**config.mk**
```make
export PLATFORM = sky130hd
export DESIGN_NAME = header_stream_sequencer_flat
export DESIGN_NICKNAME = d
export VERILOG_FILES = /design/src/rtl/header_seq_pkg.sv /design/src/rtl/header_stream_sequencer_if.sv /design/src/rtl/header_stream_sequencer_src_mux.sv /design/src/rtl/header_stream_sequencer.sv /design/src/flat_wrapper.sv
export SDC_FILE = /design/constraint.sdc
export NUM_CORES = 1
export LEC_CHECK = 0
export ABC_AREA = 1
export CORE_AREA = 2 2 390 392
export CTS_CLUSTER_SIZE = 12
export DETAILED_ROUTE_END_ITERATION = 10
export DIE_AREA = 0 0 392 394
export GPL_ROUTABILITY_DRIVEN = 1
export GPL_TIMING_DRIVEN = 0
export PLACE_DENSITY_LB_ADDON = 0.12
export SETUP_SLACK_MARGIN = 0.15
export SYNTH_ARGS = -nofsm -noshare
export SYNTH_HDL_FRONTEND = slang
export SYNTH_SLANG_ARGS = --single-unit
export TNS_END_PERCENT = 20
```
**constraint.sdc**
```tcl
create_clock -name clock -period 9.3 [get_ports clock]
set_clock_uncertainty 0.05 [all_clocks]
set_input_delay 2.325 -clock clock [delete_from_list [all_inputs] [get_ports clock]]
set_output_delay 2.325 -clock clock [all_outputs]
set_load 0.01 [all_outputs]
```
**src/rtl/header_seq_pkg.sv**
```systemverilog
// Shared types and width helpers for the header stream sequencer.
package header_seq_pkg;

  // Sequencer states; exported on the debug port of the top module.
  typedef enum logic [2:0] {
    IDLE   = 3'd0,
    SELECT = 3'd1,
    ALIGN  = 3'd2,
    KICK   = 3'd3,
    STREAM = 3'd4,
    FINAL  = 3'd5,
    DONE   = 3'd6
  } state_t;

  // The source index must be able to step one past the last source.
  function automatic int idx_width(input int n_src);
    return $clog2(n_src + 1);
  endfunction

  // Bit counter carries byte offset plus three sub-byte bits.
  function automatic int cnt_width(input int off_w);
    return off_w + 3;
  endfunction

endpackage

```
**src/rtl/header_stream_sequencer_if.sv**
```systemverilog
// Chunk/flush channel toward the set_bit writer.
//
// Handshake: a beat is present while sb_enable (data chunk) or sb_flush
// (pad to byte boundary) is high; the two are never high together. The beat
// transfers on a rising clock edge where it is present and sb_ready is high.
// While present and sb_ready is low, every sb_* field holds its value.
interface header_stream_sequencer_if #(
  parameter int VAL_W  = 64,
  parameter int BITS_W = 64
);
  logic              sb_enable;
  logic [VAL_W-1:0]  sb_val;
  logic [BITS_W-1:0] sb_size_of_bit;
  logic              sb_flush;
  logic              sb_ready;

  modport master (
    output sb_enable,
    output sb_val,
    output sb_size_of_bit,
    output sb_flush,
    input  sb_ready
  );

  modport slave (
    input  sb_enable,
    input  sb_val,
    input  sb_size_of_bit,
    input  sb_flush,
    output sb_ready
  );
endinterface

```
**src/rtl/header_stream_sequencer_src_mux.sv**
```systemverilog
// N-to-1 selection of the active generator's chunk fields, plus ready fan-out
// so that only the selected generator can ever see ready.
module header_src_mux
  import header_seq_pkg::*;
#(
  parameter int N_SRC  = 5,
  parameter int VAL_W  = 64,
  parameter int BITS_W = 64,
  parameter int IDX_W  = idx_width(N_SRC)
) (
  input  logic [IDX_W-1:0]        idx,
  input  logic                    ready_in,
  input  logic [N_SRC-1:0]        src_valid,
  input  logic [N_SRC*VAL_W-1:0]  src_val,
  input  logic [N_SRC*BITS_W-1:0] src_bits,
  input  logic [N_SRC-1:0]        src_last,
  output logic                    sel_valid,
  output logic [VAL_W-1:0]        sel_val,
  output logic [BITS_W-1:0]       sel_bits,
  output logic                    sel_last,
  output logic [N_SRC-1:0]        src_ready
);

  // Pick the fields of source idx; an out-of-range idx selects nothing.
  always_comb begin
    sel_valid = 1'b0;
    sel_val   = '0;
    sel_bits  = '0;
    sel_last  = 1'b0;
    src_ready = '0;
    for (int i = 0; i < N_SRC; i++) begin
      if (idx == IDX_W'(i)) begin
        sel_valid    = src_valid[i];
        sel_val      = src_val[i*VAL_W +: VAL_W];
        sel_bits     = src_bits[i*BITS_W +: BITS_W];
        sel_last     = src_last[i];
        src_ready[i] = ready_in;
      end
    end
  end

endmodule

```
**src/rtl/header_stream_sequencer.sv**
```systemverilog
// Runs the header generators in index order, forwards their chunks through a
// single registered output stage toward set_bit, byte-aligns selected
// sources and records each source's starting byte offset.
module header_stream_sequencer
  import header_seq_pkg::*;
#(
  parameter int               N_SRC      = 5,
  parameter int               VAL_W      = 64,
  parameter int               BITS_W     = 64,
  parameter int               OFF_W      = 32,
  parameter logic [N_SRC-1:0] ALIGN_MASK = 'b00100
) (
  input  logic                    clock,
  input  logic                    reset,
  input  logic                    start,
  input  logic [N_SRC-1:0]        src_en,
  output logic [N_SRC-1:0]        src_start,
  input  logic [N_SRC-1:0]        src_valid,
  input  logic [N_SRC*VAL_W-1:0]  src_val,
  input  logic [N_SRC*BITS_W-1:0] src_bits,
  input  logic [N_SRC-1:0]        src_last,
  output logic [N_SRC-1:0]        src_ready,
  header_stream_sequencer_if.master sb,
  output logic                    busy,
  output logic                    done,
  output logic [N_SRC*OFF_W-1:0]  src_offset,
  output logic [OFF_W-1:0]        total_bytes,
  output logic                    err,
  output state_t                  dbg_state
);

  localparam int IDX_W = idx_width(N_SRC);
  localparam int CNT_W = cnt_width(OFF_W);
  localparam logic [BITS_W-1:0] BITS_MAX = BITS_W'(VAL_W);

  state_t             state, next_state;
  logic [IDX_W-1:0]   idx;
  logic [N_SRC-1:0]   en_q;
  logic [CNT_W-1:0]   bit_cnt;
  logic [CNT_W-1:0]   cnt_rounded;
  logic [OFF_W-1:0]   offset_q [N_SRC];
  logic [OFF_W-1:0]   total_q;
  logic               err_q;

  // Output register: one beat, either a data chunk or a flush.
  logic               out_vld;
  logic               out_flush;
  logic [VAL_W-1:0]   out_val;
  logic [BITS_W-1:0]  out_bits;

  logic               cur_valid, cur_last;
  logic [VAL_W-1:0]   cur_val;
  logic [BITS_W-1:0]  cur_bits, bits_eff;
  logic               clamp_hit;
  logic               slot_free, stream_en, accept;
  logic               cnt_unaligned;
  logic               found, pick_align;
  logic [IDX_W-1:0]   pick;

  header_src_mux #(
    .N_SRC  (N_SRC),
    .VAL_W  (VAL_W),
    .BITS_W (BITS_W),
    .IDX_W  (IDX_W)
  ) u_mux (
    .idx       (idx),
    .ready_in  (stream_en),
    .src_valid (src_valid),
    .src_val   (src_val),
    .src_bits  (src_bits),
    .src_last  (src_last),
    .sel_valid (cur_valid),
    .sel_val   (cur_val),
    .sel_bits  (cur_bits),
    .sel_last  (cur_last),
    .src_ready (src_ready)
  );

  // The output slot can take a new beat if empty or being drained this edge.
  assign slot_free     = !out_vld || sb.sb_ready;
  assign stream_en     = (state == STREAM) && slot_free;
  assign accept        = stream_en && cur_valid;
  assign clamp_hit     = cur_bits > BITS_MAX;
  assign bits_eff      = clamp_hit ? BITS_MAX : cur_bits;
  assign cnt_unaligned = bit_cnt[2:0] != 3'd0;
  assign cnt_rounded   = {bit_cnt[CNT_W-1:3] + OFF_W'(1), 3'b000};

  // Lowest enabled source at or above idx; scanning downward lets the lowest win.
  always_comb begin
    found      = 1'b0;
    pick       = idx;
    pick_align = 1'b0;
    for (int i = N_SRC - 1; i >= 0; i--) begin
      if (en_q[i] && (IDX_W'(i) >= idx)) begin
        found      = 1'b1;
        pick       = IDX_W'(i);
        pick_align = ALIGN_MASK[i];
      end
    end
  end

  // State register.
  always_ff @(posedge clock) begin
    if (reset) state <= IDLE;
    else       state <= next_state;
  end

  // Next-state decode.
  always_comb begin
    next_state = state;
    case (state)
      IDLE:   if (start) next_state = SELECT;
      SELECT: begin
        if (!found)                          next_state = FINAL;
        else if (pick_align && cnt_unaligned) next_state = ALIGN;
        else                                  next_state = KICK;
      end
      ALIGN:  if (slot_free) next_state = KICK;
      KICK:   next_state = STREAM;
      STREAM: if (accept && cur_last) next_state = SELECT;
      FINAL:  if (!out_vld && !cnt_unaligned) next_state = DONE;
      DONE:   next_state = IDLE;
      default: next_state = IDLE;
    endcase
  end

  // Datapath: counters, offset table, error flag and output register.
  always_ff @(posedge clock) begin
    if (reset) begin
      idx       <= '0;
      en_q      <= '0;
      bit_cnt   <= '0;
      total_q   <= '0;
      err_q     <= 1'b0;
      out_vld   <= 1'b0;
      out_flush <= 1'b0;
      out_val   <= '0;
      out_bits  <= '0;
      for (int i = 0; i < N_SRC; i++) offset_q[i] <= '0;
    end else begin
      if (out_vld && sb.sb_ready) out_vld <= 1'b0;
      case (state)
        IDLE: begin
          if (start) begin
            en_q    <= src_en;
            idx     <= '0;
            bit_cnt <= '0;
            err_q   <= 1'b0;
            total_q <= '0;
          end
        end
        SELECT: begin
          if (found) idx <= pick;
        end
        ALIGN: begin
          if (slot_free) begin
            out_vld   <= 1'b1;
            out_flush <= 1'b1;
            out_val   <= '0;
            out_bits  <= '0;
            bit_cnt   <= cnt_rounded;
          end
        end
        KICK: begin
          for (int i = 0; i < N_SRC; i++)
            if (idx == IDX_W'(i)) offset_q[i] <= bit_cnt[CNT_W-1:3];
        end
        STREAM: begin
          if (accept) begin
            bit_cnt <= bit_cnt + CNT_W'(bits_eff);
            if (clamp_hit) err_q <= 1'b1;
            // Zero-length chunks advance the source but produce no beat.
            if (bits_eff != '0) begin
              out_vld   <= 1'b1;
              out_flush <= 1'b0;
              out_val   <= cur_val;
              out_bits  <= bits_eff;
            end
            if (cur_last) idx <= idx + IDX_W'(1);
          end
        end
        FINAL: begin
          if (!out_vld) begin
            if (cnt_unaligned) begin
              out_vld   <= 1'b1;
              out_flush <= 1'b1;
              out_val   <= '0;
              out_bits  <= '0;
              bit_cnt   <= cnt_rounded;
            end else begin
              total_q <= bit_cnt[CNT_W-1:3];
            end
          end
        end
        default: ;
      endcase
    end
  end

  // One-hot kick toward the selected generator.
  always_comb begin
    src_start = '0;
    for (int i = 0; i < N_SRC; i++)
      if ((state == KICK) && (idx == IDX_W'(i))) src_start[i] = 1'b1;
  end

  // Flatten the offset table onto the output bus.
  always_comb begin
    src_offset = '0;
    for (int i = 0; i < N_SRC; i++) src_offset[i*OFF_W +: OFF_W] = offset_q[i];
  end

  assign sb.sb_enable      = out_vld && !out_flush;
  assign sb.sb_flush       = out_vld && out_flush;
  assign sb.sb_val         = out_val;
  assign sb.sb_size_of_bit = out_bits;

  assign busy        = (state != IDLE) && (state != DONE);
  assign done        = (state == DONE);
  assign total_bytes = total_q;
  assign err         = err_q;
  assign dbg_state   = state;

endmodule

```
**src/flat_wrapper.sv**
```systemverilog
// flat-port wrapper written by rule: the top's interface ports become plain ports
module header_stream_sequencer_flat import header_seq_pkg::*;
#(
  parameter int               N_SRC      = 5,
  parameter int               VAL_W      = 64,
  parameter int               BITS_W     = 64,
  parameter int               OFF_W      = 32,
  parameter logic [N_SRC-1:0] ALIGN_MASK = 'b00100
)
  (clock, reset, start, src_en, src_start, src_valid, src_val, src_bits, src_last, src_ready, busy, done, src_offset, total_bytes, err, dbg_state, sb_sb_enable, sb_sb_val, sb_sb_size_of_bit, sb_sb_flush, sb_sb_ready);
  header_stream_sequencer_if #(.VAL_W(VAL_W), .BITS_W(BITS_W)) sb_i ();
  input  logic clock;
  input  logic reset;
  input  logic start;
  input  logic [N_SRC-1:0] src_en;
  output logic [N_SRC-1:0] src_start;
  input  logic [N_SRC-1:0] src_valid;
  input  logic [N_SRC*VAL_W-1:0] src_val;
  input  logic [N_SRC*BITS_W-1:0] src_bits;
  input  logic [N_SRC-1:0] src_last;
  output logic [N_SRC-1:0] src_ready;
  output logic busy;
  output logic done;
  output logic [N_SRC*OFF_W-1:0] src_offset;
  output logic [OFF_W-1:0] total_bytes;
  output logic err;
  output state_t dbg_state;
  output wire logic [$bits(sb_i.sb_enable)-1:0] sb_sb_enable;
  output wire logic [$bits(sb_i.sb_val)-1:0] sb_sb_val;
  output wire logic [$bits(sb_i.sb_size_of_bit)-1:0] sb_sb_size_of_bit;
  output wire logic [$bits(sb_i.sb_flush)-1:0] sb_sb_flush;
  input wire logic [$bits(sb_i.sb_ready)-1:0] sb_sb_ready;
  assign sb_sb_enable = sb_i.sb_enable;
  assign sb_sb_val = sb_i.sb_val;
  assign sb_sb_size_of_bit = sb_i.sb_size_of_bit;
  assign sb_sb_flush = sb_i.sb_flush;
  assign sb_i.sb_ready = sb_sb_ready;
  header_stream_sequencer #(.N_SRC(N_SRC), .VAL_W(VAL_W), .BITS_W(BITS_W), .OFF_W(OFF_W), .ALIGN_MASK(ALIGN_MASK)) u_core (.clock(clock), .reset(reset), .start(start), .src_en(src_en), .src_start(src_start), .src_valid(src_valid), .src_val(src_val), .src_bits(src_bits), .src_last(src_last), .src_ready(src_ready), .sb(sb_i), .busy(busy), .done(done), .src_offset(src_offset), .total_bytes(total_bytes), .err(err), .dbg_state(dbg_state));
endmodule
```
==> impl_metrics.yaml, run 1 <==
critical_path:
  crit_chain: "clkdlybuf4s50_1, nor2_1, nor2_1, inv_1, nor2_1, clkdlybuf4s50_1"
  cp.required_ps: 6930
  worstPathArrival_ps: 4630
  worst_r2r_path_depth: 22
  crit_path_top_delay_cell: "clkdlybuf4s50_1"
  path_max_fanout: 5
  max_stage_delay_ps: 680
  critPathMostFrequentCell: "nor2_1"
  worstSetupPathType: "in2out"
  endpoint_kind: "primary output"
  start_kind: "primary input"
global_route:
  grt_max_degree: 28
  gr-total-overflow: 0
  grt_pass1_wl_um: 229000
  grt_pass1_vias: 27161
  antenna_found_initial: 108
  grt_usage_pct: 21.4
synthesis:
  synth_top_cell_by_area: "edfxtp_1"
  syn-instance-count: 3279
  ys_warn_count: 0
  synthDistinctLibCells: 57
  synth.ff_latch_count: 369
  synthFlopType: "dfxtp_1"
  synth.avg_cell_area_um2: 6.80
  netlist_area_um2: 22300
  ys_seq_area_share_pct: 40.3
  synth_area_leaders: "edfxtp_1, nand2_1, dfxtp_1, o21ai_0, nand3_1"
  synth_top_area_share_pct: 21.6
  ys_async_sr_fraction_pct: 0
  synth_edf_count: 160
floorplanning:
  die_area_um2: 154000
  die_y_um: 394
  rows: 143
  coreArea_um2: 151000
  die_w_um: 392
  pin_count: 997
  initial_core_util_pct: 14.8
drt:
  ant_nets: 0
  drc: 0
  drtIter0Drc: 1681
  vias: 26901
  drt_wl_total_um: 171000
  drtPass1Iterations: 7
  post_drt_via_cell_ratio: 4.16
  routedWlPerCell_um: 26.5
placed_design:
  place.gp.congestion: 0.925
  io_buffers: 995
  dp.cells: 6336
  dp_slack_ps: 1770
  hpwl_um: 145000
clock_network:
  cts_resized: 0
  cts_tree: "done"
  path_clk_slew_ps: 60
  hold_buffers: 0
  cts_setup_buffers: 0
  htreeDepth: 2
  clk_path_buf_depth: 3
  cts_buffers: 50
  clk_latency_ps: 650
  cts-root-buf: "clkbuf_16"
  clock-sinks: 369
sta:
  tightest_slew_ps: 1220
  rsz0062_at_grt: "no"
  relSlewSlack_pct: 18.5
  max_freq_ghz: 0.143
  min_period_ps: 7000
  slew_viol_final: 0
  finalCritPeriodShare_pct: 75.3
  worst_slack_ps: 2300
  setup_violations: 0
  tns_ps: 0
  finalHoldViolations: 0
  holdWs_ps: 385
cells_and_area:
  instances_no_fill: 6472
  drive_gt1_share_pct: 5.71
  fillerInstances: 17058
  final_common_cell: "nand2_1"
  area_growth_pct: 65.3
  nets: 5052
  most-common-layout-cells: "nand2_1, clkdlybuf4s50_1, nor2_1"
worst_hold_path:
  holdCritPathClass: "reg2reg"
  hold_depth: 2
power_and_ir_drop:
  power.leakage_nw: 14.3
  p_per_area_nw_per_um2: 217
  vdd_ir_drop_max_mv: 0.145
run:
  cap_violations: 0
run_status:
  status: "finished clean"
## cell families (layout without fill, tap and decap cells)
group	count (synthesis)	after routing	share of synthesized area, %
simple gates	1840	1840	34.7
compound gates	596	596	14.7
buf+inv	437	1531	8.22
flops	369	369	40.3
fa+ha+maj	35	35	2.00
other cells	1	70	0.0168
xor+xnor	1	1	0.0393
## sequential cells by signal, summed over array words and instances, names as in the netlist
signal	flops
u_core.en_q	5
u_core.sb.sb_val	64
u_core.sb.sb_size_of_bit	64
u_core.dbg_state	3
u_core.idx	3
u_core.bit_cnt	35
u_core.out_vld	1
u_core.total_bytes	32
u_core.offset_q	160
u_core.out_flush	1
u_core.err	1
## worst max-delay path, delay by kind of cell
family,cells,cell delay [ps]
buf+inv,3,1460
simple gates,3,820
## layout make-up
| class | instances | area (um^2) | share of cell area [%] |
|---|---|---|---|
| inverters | 244 | 918 | 2.49 |
| repair buffers | 1001 | 10100 | 27.3 |
| clock inverters | 34 | 373 | 1.01 |
| clock buffers | 59 | 1340 | 3.63 |
| plain buffers | 193 | 915 | 2.48 |
| well taps | 2030 | 2540 | 6.89 |
| diodes | 43 | 108 | 0.292 |
| multi-input cells | 2499 | 11600 | 31.5 |
| flip-flops and latches | 369 | 8990 | 24.4 |
## layer usage
metal  part of all wire [%]  vias to the layer above  routed length (um)  track usage [%]
li1                       -                    12972                   -                -
met1                     39                    12616               67400             24.5
met2                     49                      991               84200             37.6
met3                    7.9                      266               13500             6.42
met4                    3.5                       56                5980             7.13
met5                   0.21                        -                 365                0
## synthesized netlist by cell type, drive strengths merged (2+ instances only)
cell       n
nor3      21
clkbuf   111
o21a       3
nand2   1197
nand3b    38
o21ai    253
a31oi     17
nor4      13
nand4     16
clkinv     2
and3       2
a211oi     6
buf       82
a21o       2
nand3    239
a21boi     6
nor2     260
o31ai      3
inv      242
or2       53
edfxtp   160
a311oi     2
ha        34
dfxtp    209
a22oi      2
o211ai    68
a32oi      2
a21oi    225
## metrics by stage
stage	util [%]	total power [mW]	cell area, um^2
global placement	23.2	6.01	34900
floorplan	-	4.06	22400
finish	24.5	7.99	36800
CTS	24.4	8.09	36700
global route	24.4	8.54	36800
detailed placement	23.3	6.01	35000
## report_power, final
part | internal (mW) | switching [mW]
sequential | 1.78 | 0.0870
combinational | 1.26 | 2.83
clock | 1.18 | 0.849
total | 4.22 | 3.77
## worst paths after layout
check                                     from                           end  slack, ps
setup reg to reg                 u_core.idx[0]        u_core.total_bytes[25]       2990
setup / recovery                   sb_sb_ready                  src_ready[1]       2300
hold / removal    u_core.sb.sb_size_of_bit[42]  u_core.sb.sb_size_of_bit[42]        380
hold reg to reg   u_core.sb.sb_size_of_bit[42]  u_core.sb.sb_size_of_bit[42]        380
Power figures use the tool's default switching activity.
==> run 2: changes to the inputs <==
Settings changed: CORE_AREA 2 2 390 392 to 2 2 391 393, DIE_AREA 0 0 392 394 to 0 0 393 395.
Clock period 9.3 ns to 6.69 ns, I/O delays scaled along.
==> run 2 against run 1 <==
  * Flip-flop and latch count unchanged
  * Via count up 1.1%
  * Global-route usage up 0.17 points
  * Non-clock buffer count unchanged
  * Sequential share of layout area about the same
  * Combinational power up 39%
  * Cell count about the same
  * Setup slack worse by 1600 ps
  * Design area about the same
  * Power up 39%
  * Routed wire length up 1.2%
==> impl_metrics.yaml, run 2 (synthesis results as in run 1) <==
sta:
  relSlewSlack_pct: 16.5
  setup_violations: 0
  min_period_ps: 5950
  rsz0062_at_grt: "no"
  max_freq_ghz: 0.168
  slew_viol_final: 0
  tightest_slew_ps: 1250
  holdWs_ps: 384
  finalCritPeriodShare_pct: 88.9
  worst_slack_ps: 740
  finalHoldViolations: 0
critical_path:
  cp.required_ps: 7140
  max_stage_delay_ps: 620
  critPathMostFrequentCell: "nand2_1"
  worstPathArrival_ps: 6400
  crit_buf_inv: 5
  crit_path_top_delay_cell: "o21ai_0"
  start_kind: "flip-flop"
  critical-path-top-delay-family: "simple AND/OR/NAND/NOR gates"
  worstSetupPathType: "reg2reg"
  endpoint_kind: "flip-flop"
  path_max_fanout: 10
clock_network:
  clock-sinks: 369
  cts_setup_buffers: 0
  cts_tree: "done"
  cts_resized: 0
  cts_buffers: 49
  cts-root-buf: "clkbuf_16"
  htreeDepth: 2
  hold_buffers: 0
  clk_path_buf_depth: 3
  path_clk_slew_ps: 60
  clk_latency_ps: 630
drt:
  highest_layer: "met5"
  ant_nets: 0
  post_drt_via_cell_ratio: 4.20
  vias: 27194
  drtPass1Iterations: 5
  drc: 0
  drtIter0Drc: 1829
  met1Wirelength_um: 68200
  routedWlPerCell_um: 26.8
  met2_length_um: 85500
  route.met3.wl_um: 12300
  drt_wl_total_um: 173000
cells_and_area:
  drive_gt1_share_pct: 5.78
  area_growth_pct: 65.4
  most-common-layout-cells: "nand2_1, clkdlybuf4s50_1, nor2_1"
  regArea_um2: 8990
  fillerInstances: 17061
  nets: 5051
  largest_reg_flops: 160
  final_common_cell: "nand2_1"
  fin_util_pct: 24.4
  multi_input_area_um2: 11600
  instances_no_fill: 6477
  top_register: "u_core.offset_q"
floorplanning:
  die_area_um2: 155000
  rows: 143
  pin_count: 997
  coreArea_um2: 151000
  die_w_um: 393
  initial_core_util_pct: 14.7
  die_y_um: 395
placed_design:
  io_buffers: 995
  place.gp.congestion: 0.952
  dp.cells: 6336
  hpwl_um: 147000
  dp_slack_ps: -72.0
worst_hold_path:
  holdCritPathClass: "reg2reg"
run_status:
  status: "finished clean"
run:
  cap_violations: 0
power_and_ir_drop:
  p_per_area_nw_per_um2: 301
  power.leakage_nw: 14.4
  vdd_ir_drop_max_mv: 0.175
global_route:
  grt_pass1_vias: 27372
  antenna_found_initial: 116
  grt_max_degree: 26
  grt_pass1_wl_um: 231000
  gr-total-overflow: 0
  grt_usage_pct: 21.6
==> run 2: final timing paths <==
check | startpoint | end | slack (ps) | cells after the start
setup reg to reg | u_core.idx[0] | u_core.bit_cnt[22] | 740 | 31
hold / removal | u_core.sb.sb_size_of_bit[42] | u_core.sb.sb_size_of_bit[42] | 380 | 2
setup / recovery | u_core.idx[0] | u_core.bit_cnt[22] | 740 | 31
hold reg to reg | u_core.sb.sb_size_of_bit[42] | u_core.sb.sb_size_of_bit[42] | 380 | 2
==> run 2: where the power goes <==
group / internal (mW) / switching, mW / total (mW)
logic: 1.76 / 3.93 / 5.69
clock network: 1.67 / 1.15 / 2.81
registers: 2.48 / 0.126 / 2.60
total: 5.90 / 5.21 / 11.1
==> run 2: layout make-up <==
cell class,count,area share (%)
Clock inverter,23,0.706
Tap cell,2030,6.89
Inverter,244,2.49
Antenna cell,49,0.333
Buffer,193,2.49
Timing Repair Buffer,1001,27.3
Clock buffer,69,3.92
Multi-Input combinational cell,2499,31.5
Sequential cell,369,24.4
==> run 2: layer usage <==
metal  vias up  track usage, %
met3       307            5.78
met2      1093            37.9
li1      12971               -
met1     12753            24.8
met5         -               0
met4        70            8.14
==> run 2: through the flow <==
| step | power (mW) | setup TNS, ps | cell area (um^2) |
|---|---|---|---|
| 3_5_place_dp | 8.35 | -226 | 35000 |
| 3_3_place_gp | 8.37 | -62900 | 34900 |
| 5_1_grt | 11.8 | 0 | 36800 |
| 6_report | 11.1 | 0 | 36900 |
| 4_1_cts | 11.2 | 0 | 36700 |
| 2_1_floorplan | 5.64 | 0 | 22400 |
==> run 2: worst reg2reg max path: cells and delay by family (launching register included) <==
kind / cells / cell delay (ps)
AND/OR/NAND/NOR: 17 / 2000
adder cells (fa/ha/maj): 3 / 850
flip-flops: 1 / 370
buffers and inverters: 5 / 1020
AO/OA/AOI/OAI: 6 / 1530
